### src/rtl/cpu_pkg.sv
// Shared CPU constants and the writeback hold-slot entry type.
// Latency: n/a (types, constants and a pure helper function only).
// Backpressure: n/a.
package cpu_pkg;

    localparam int DW   = 8;
    localparam int AW   = 4;
    localparam int NREG = 16;

    typedef struct packed {
        logic          v;
        logic [AW-1:0] rd;
        logic [DW-1:0] data;
    } wb_entry_t;

    // One-hot register mask for a single held write, empty when v is low.
    function automatic logic [NREG-1:0] rd_mask(input logic v, input logic [AW-1:0] idx);
        rd_mask      = '0;
        rd_mask[idx] = v;
    endfunction

endpackage

### src/rtl/wb_hold_slot.sv
// One-entry holding register for a producer result awaiting register-file commit.
// Latency: result visible on v_o/rd_o/data_o the cycle after the accepting edge.
// Backpressure: ready_o low while full and not committing; never depends on valid_i.
module wb_hold_slot
    import cpu_pkg::*;
(
    input  logic          clk_i,
    input  logic          rst_i,
    input  logic          valid_i,
    input  logic [AW-1:0] rd_i,
    input  logic [DW-1:0] data_i,
    input  logic          commit_i,
    output logic          ready_o,
    output logic          load_o,
    output logic          v_o,
    output logic [AW-1:0] rd_o,
    output logic [DW-1:0] data_o
);

    wb_entry_t slot_q, slot_d;

    // Free when empty or draining this cycle; closed entirely during reset.
    assign ready_o = !rst_i && (!slot_q.v || commit_i);
    assign load_o  = valid_i && ready_o;

    // Next contents: a load wins over the drain so commit and refill share an edge.
    always_comb begin
        slot_d = slot_q;
        if (load_o) begin
            slot_d.v    = 1'b1;
            slot_d.rd   = rd_i;
            slot_d.data = data_i;
        end else if (commit_i) begin
            slot_d.v    = 1'b0;
        end
    end

    // Slot register; reset discards whatever was held.
    always_ff @(posedge clk_i) begin
        if (rst_i) begin
            slot_q <= '0;
        end else begin
            slot_q <= slot_d;
        end
    end

    assign v_o    = slot_q.v;
    assign rd_o   = slot_q.rd;
    assign data_o = slot_q.data;

endmodule

### src/rtl/wb_arbiter.sv
// Writeback arbiter: buffers one ALU and one LSU result, commits one RF write per cycle.
// Latency: 1 cycle accept-to-wrt_en, 2 when the other slot wins arbitration.
// Backpressure: per-producer ready drops only while its slot is full and not committing.
module wb_arbiter #(
    parameter int DW = cpu_pkg::DW,
    parameter int AW = cpu_pkg::AW,
    parameter int CW = 16
) (
    input  logic               CLK,
    input  logic               RST,
    input  logic               alu_valid,
    input  logic [AW-1:0]      alu_rd,
    input  logic [DW-1:0]      alu_data,
    output logic               alu_ready,
    input  logic               lsu_valid,
    input  logic [AW-1:0]      lsu_rd,
    input  logic [DW-1:0]      lsu_data,
    output logic               lsu_ready,
    output logic [AW-1:0]      reg_wrt,
    output logic [DW-1:0]      wrt_dat,
    output logic               wrt_en,
    output logic [(1<<AW)-1:0] pend_mask,
    output logic [CW-1:0]      commit_cnt,
    output logic [CW-1:0]      stall_cnt
);
    import cpu_pkg::*;

    // DW/AW must match cpu_pkg: the slot entries and the RF share those widths.
    wb_entry_t     alu_s, lsu_s;
    logic          alu_load, lsu_load, alu_commit, lsu_commit;
    logic          alu_older_q, alu_older_d;
    logic          last_lsu_q, last_lsu_d;
    logic [AW-1:0] last_rd_q;
    logic [DW-1:0] last_dat_q;
    logic [CW-1:0] commit_cnt_q, commit_cnt_d, stall_cnt_q, stall_cnt_d;
    logic          stall;

    wb_hold_slot u_alu_slot (
        .clk_i(CLK), .rst_i(RST),
        .valid_i(alu_valid), .rd_i(alu_rd), .data_i(alu_data),
        .commit_i(alu_commit), .ready_o(alu_ready), .load_o(alu_load),
        .v_o(alu_s.v), .rd_o(alu_s.rd), .data_o(alu_s.data)
    );

    wb_hold_slot u_lsu_slot (
        .clk_i(CLK), .rst_i(RST),
        .valid_i(lsu_valid), .rd_i(lsu_rd), .data_i(lsu_data),
        .commit_i(lsu_commit), .ready_o(lsu_ready), .load_o(lsu_load),
        .v_o(lsu_s.v), .rd_o(lsu_s.rd), .data_o(lsu_s.data)
    );

    // Grant at most one slot from held state; same-rd keeps program order, otherwise
    // round-robin, whose pointer moves only when both slots contend for different rds.
    // Nothing commits during reset so dropped results never reach the RF.
    always_comb begin
        alu_commit = 1'b0;
        lsu_commit = 1'b0;
        last_lsu_d = last_lsu_q;
        if (!RST) begin
            if (alu_s.v && lsu_s.v) begin
                if (alu_s.rd == lsu_s.rd) begin
                    alu_commit = alu_older_q;
                    lsu_commit = !alu_older_q;
                end else begin
                    alu_commit = last_lsu_q;
                    lsu_commit = !last_lsu_q;
                    last_lsu_d = !last_lsu_q;
                end
            end else begin
                alu_commit = alu_s.v;
                lsu_commit = lsu_s.v;
            end
        end
    end

    assign wrt_en  = alu_commit || lsu_commit;
    assign reg_wrt = lsu_commit ? lsu_s.rd   : (alu_commit ? alu_s.rd   : last_rd_q);
    assign wrt_dat = lsu_commit ? lsu_s.data : (alu_commit ? alu_s.data : last_dat_q);

    // Age: a slot filled alone while the other stays held is the younger one;
    // a simultaneous fill counts the LSU as older; emptying a slot clears the flag.
    always_comb begin
        alu_older_d = alu_older_q;
        if (alu_load && lsu_load) begin
            alu_older_d = 1'b0;
        end else if (alu_load && lsu_s.v && !lsu_commit) begin
            alu_older_d = 1'b0;
        end else if (lsu_load && alu_s.v && !alu_commit) begin
            alu_older_d = 1'b1;
        end else if ((alu_commit && !alu_load) || (lsu_commit && !lsu_load)) begin
            alu_older_d = 1'b0;
        end
    end

    // Wrapping performance counters.
    always_comb begin
        stall        = (alu_valid && !alu_ready) || (lsu_valid && !lsu_ready);
        commit_cnt_d = commit_cnt_q + {{(CW-1){1'b0}}, wrt_en};
        stall_cnt_d  = stall_cnt_q  + {{(CW-1){1'b0}}, stall};
    end

    // Arbitration state, last driven write port values and counters.
    always_ff @(posedge CLK) begin
        if (RST) begin
            alu_older_q  <= 1'b0;
            last_lsu_q   <= 1'b0;
            last_rd_q    <= '0;
            last_dat_q   <= '0;
            commit_cnt_q <= '0;
            stall_cnt_q  <= '0;
        end else begin
            alu_older_q  <= alu_older_d;
            last_lsu_q   <= last_lsu_d;
            last_rd_q    <= reg_wrt;
            last_dat_q   <= wrt_dat;
            commit_cnt_q <= commit_cnt_d;
            stall_cnt_q  <= stall_cnt_d;
        end
    end

    assign pend_mask  = rd_mask(alu_s.v, alu_s.rd) | rd_mask(lsu_s.v, lsu_s.rd);
    assign commit_cnt = commit_cnt_q;
    assign stall_cnt  = stall_cnt_q;

endmodule

### config.mk
export PLATFORM = sky130hd
export DESIGN_NAME = wb_arbiter
export DESIGN_NICKNAME = d
export VERILOG_FILES = /design/src/rtl/cpu_pkg.sv /design/src/rtl/wb_hold_slot.sv /design/src/rtl/wb_arbiter.sv
export SDC_FILE = /design/constraint.sdc
export NUM_CORES = 1
export LEC_CHECK = 0
export BUFFER_PORTS_ARGS = -buffer_cell sky130_fd_sc_hd__buf_2
export CAP_MARGIN = 15
export CORE_ASPECT_RATIO = 0.7
export CORE_MARGIN = 5
export CORE_UTILIZATION = 50
export CTS_BUF_LIST = sky130_fd_sc_hd__clkbuf_8
export DETAILED_ROUTE_END_ITERATION = 8
export PLACE_DENSITY = 0.85
export SLEW_MARGIN = 10
export SYNTH_ARGS = -nofsm -noshare
export SYNTH_HDL_FRONTEND = slang
export SYNTH_SLANG_ARGS = --single-unit
### constraint.sdc
create_clock -name CLK -period 2.6 [get_ports CLK]
set_clock_uncertainty 0.1 [all_clocks]
set_input_delay 0.13 -clock CLK [delete_from_list [all_inputs] [get_ports CLK]]
set_output_delay 0.13 -clock CLK [all_outputs]
set_load 0.02 [all_outputs]
==> results_dict.tcl <==
set metrics [dict create \
    reg2reg_slack_ps -350 \
    layout.nets 559 \
    timing.fmax_mhz 339 \
    drc 0 \
    grt_max_degree 38 \
    rsz0062_at_grt "yes" \
    die_height_um 80.3 \
    yosys.area.top_type "dfxtp_1" \
    avgViaCountPerCell 5.81 \
    switching_share 0.297 \
    ys_seq_area_frac 0.408 \
    crit_fanout 2 \
    min-delay-start "lsu_data[1]" \
    r2r_end "stall_cnt[14]" \
    yosysUniqueCellTypes 48 \
    ff2ff_path_depth 14 \
    track_usage 0.250 \
    finalCriticalPeriod_ps 2950 \
    ys.flop_type "dfxtp_1" \
    timing.rr.start "u_lsu_slot.rd_o[0]" \
    grt_overflow_total 0 \
    critPathRequiredTime_ps 2730 \
    multiInputGateArea_mm2 0.00207 \
    first_global_vias 3546 \
    crit_end "stall_cnt[14]" \
    drive_gt1_frac 0.365 \
    yosys_warnings 0 \
    arrival_ps 3080 \
    initial_core_util 0.518 \
    seq_power_share 0.471 \
    cts_tree "built" \
    synth_area_leaders "dfxtp_1 41%, mux2i_1 7.4%, xor2_1 5.7%, mux2_4 4.3%, nor2_1 3.4%" \
    synth_commonest_cells "72 x dfxtp_1, 32 x nor2_1, 26 x mux2i_1" \
    finalCritPeriodShare 1.14 \
    num_vias 3636 \
    cts_sinks 72 \
    cts_made_buffers 9 \
    synth_edf_count 0 \
    routedWlPerCell_um 18.6 \
    syn_avg_cell_area_um2 9.47 \
    status "complete, but fails checks" \
    clkPwrFrac 0.330 \
    setup_viol 25 \
    clk_path_buf_depth 2 \
    die_area_mm2 0.00887 \
    drtPass1Iterations 5 \
    max_cap_violations 0 \
    slew_viol_final 0 \
    ys_seq_elements 72 \
    whs_ps -20.9 \
    ant_nets 0 \
    cts_root_buf "clkbuf_8" \
    synthToLayoutAreaGrowth_pct 40.1 \
    worstHoldPathType "input pin to register" \
    num_rows 25 \
    ir_worst_vdd_uv 260 \
    synthCells 373 \
    n_antenna_cell 0 \
    cts.reportedPaths.clkPinSlew_ps 90 \
    io_buffers 90 \
    max-slew-margin-rel 0.460 \
    leakage_nw 2.17 \
    wirelength_mm 11.6 \
    nFillCells 470 \
    worst_setup_path_end_kind "register" \
    yosysMostFrequentCell "dfxtp_1" \
    hpwlAfterDp_mm 6.84 \
    seq_area_mm2 0.00144 \
    tightest_slew_ps 805 \
    crit_start "u_lsu_slot.rd_o[0]" \
    clk-insertion-delay-late_ps 360 \
    antenna_found_initial 0 \
    p_per_area_mw_per_mm2 505 \
    async_flop_share 0 \
    synth_area_mm2 0.00353 \
    setup_ws_ps -352 \
    die_w_um 110 \
    core-area_mm2 0.00682 \
    io_pins 91 \
    grt_pass1_wl_mm 17.7 \
    pwr-share-comb 0.198 \
    path_class "register to register" \
    violations "negative hold slack, negative setup slack" \
    intPower_mw 1.76 \
    drt_iter0_drc 525 \
    gp_congestion 0.896 \
    switchingPower_uw 743 \
    start_kind "register" \
    hold_violations 1 \
    fin_tns_setup_ps -6560 \
    htree_num_levels 3 \
    synth_fp_nets 405 \
    yosys.area.top_type_share 0.408 \
    postLayoutCoreUtil 0.726 \
]
-- critical path, cell delays in order (launching register included) --
cell,delay (ps)
dfxtp_2,350
xor2_2,200
buf_4,150
or4_4,420
buf_4,160
o31ai_4,210
nand2_1,120
o311ai_2,90
ha_2,270
ha_4,130
and2_4,130
and3_1,150
nand4_1,120
xor2_1,170
nor2_1,70
-- cell usage in the layout (no fill, tap or decap), types with 2 or more instances in the layout --
cell type	n
buf_2	88
dfxtp_1	70
buf_4	48
nor2_1	31
dlygate4sd3_1	24
xor2_1	21
mux2i_1	20
nand2_1	19
inv_1	18
nor2b_1	18
o22ai_1	16
nand3_1	14
o2bb2ai_1	12
o2111ai_1	11
o31ai_1	11
mux2_4	10
clkbuf_8	10
o21ai_0	7
nand4_1	7
xnor2_1	6
and3_1	5
mux2i_2	4
or3_1	4
a21oi_1	4
nand2b_1	3
and4_1	3
buf_6	3
xor2_2	2
nand3b_1	2
mux2i_4	2
a21o_1	2
mux2_2	2
ha_1	2
clkinvlp_4	2
clkinv_4	2
dfxtp_2	2
-- logic make-up (layout without fill, tap and decap cells) --
family,Yosys count,after routing,synth area share
buffers and inverters,38,196,0.0464
multiplexers,38,38,0.123
AND/OR/NAND/NOR,120,121,0.183
XOR/XNOR,29,29,0.0719
AO/OA/AOI/OAI,72,72,0.154
flip-flops,72,72,0.408
adder cells (fa/ha/maj),4,4,0.0142
-- power by group through the flow --
stage	clock network, mW	registers [mW]	logic, mW
after floorplan	0	1.20	0.227
after detailed placement	0	1.19	0.378
after CTS	0.831	1.17	0.449
after global placement	0	1.19	0.368
final	0.825	1.18	0.496
after global routing	0.888	1.18	0.526
-- layout make-up --
cell class | count | share of cell area
Sequential cell | 72 | 0.292
Timing Repair Buffer | 163 | 0.217
Clock inverter | 6 | 0.00910
Tap cell | 94 | 0.0238
Clock buffer | 10 | 0.0278
Inverter | 17 | 0.0129
Multi-Input combinational cell | 264 | 0.418
-- metrics by stage --
stage          total power, mW  std cells  area (µm²)  hold slack [ps]  worst slack, ps
6_report                  2.50        626        4950            -20.9             -352
5_1_grt                   2.60        626        4950            -1.16             -433
4_1_cts                   2.45        618        4850             10.1             -257
3_5_place_dp              1.57        568        4260              259             -163
3_3_place_gp              1.56        568        4260              256            -39.3
2_1_floorplan             1.43        373        3550              151            -75.5
-- what timing repair did --
item,4_1_cts,5_1_grt
hold buffers,24,0
hold endpoints to repair,23,0
resized for setup,18,9
setup endpoints to repair,21,28
gates cloned,1,0
pin swaps,7,3
setup buffers,9,8
-- routing by layer --
metal,vias to the layer above,routed length [µm],track usage
met5,-,0,0
met1,1712,4740,0.291
met3,63,899,0.0738
met4,0,601,0.113
li1,1657,-,-
met2,204,5370,0.430
-- sequential cells by signal, summed over array words and instances (netlist names) --
name,cells
last_rd_q,4
u_lsu_slot.rd_o,4
stall_cnt,16
alu_older_q,1
u_alu_slot.data_o,8
u_lsu_slot.v_o,1
last_dat_q,8
u_alu_slot.v_o,1
last_lsu_q,1
u_lsu_slot.data_o,8
u_alu_slot.rd_o,4
commit_cnt,16
-- worst min-delay path by stage --
stage | end | slack, ps | cells after the start
after floorplan | u_alu_slot.v_o | 150 | 2
after detailed placement | u_alu_slot.data_o[1] | 260 | 2
after global placement | u_alu_slot.data_o[4] | 260 | 2
after CTS | u_lsu_slot.data_o[1] | 10 | 3
final | u_lsu_slot.data_o[1] | -20 | 3
after global routing | u_lsu_slot.data_o[1] | -1 | 3
Note: power is estimated with default switching activity, not from simulation.
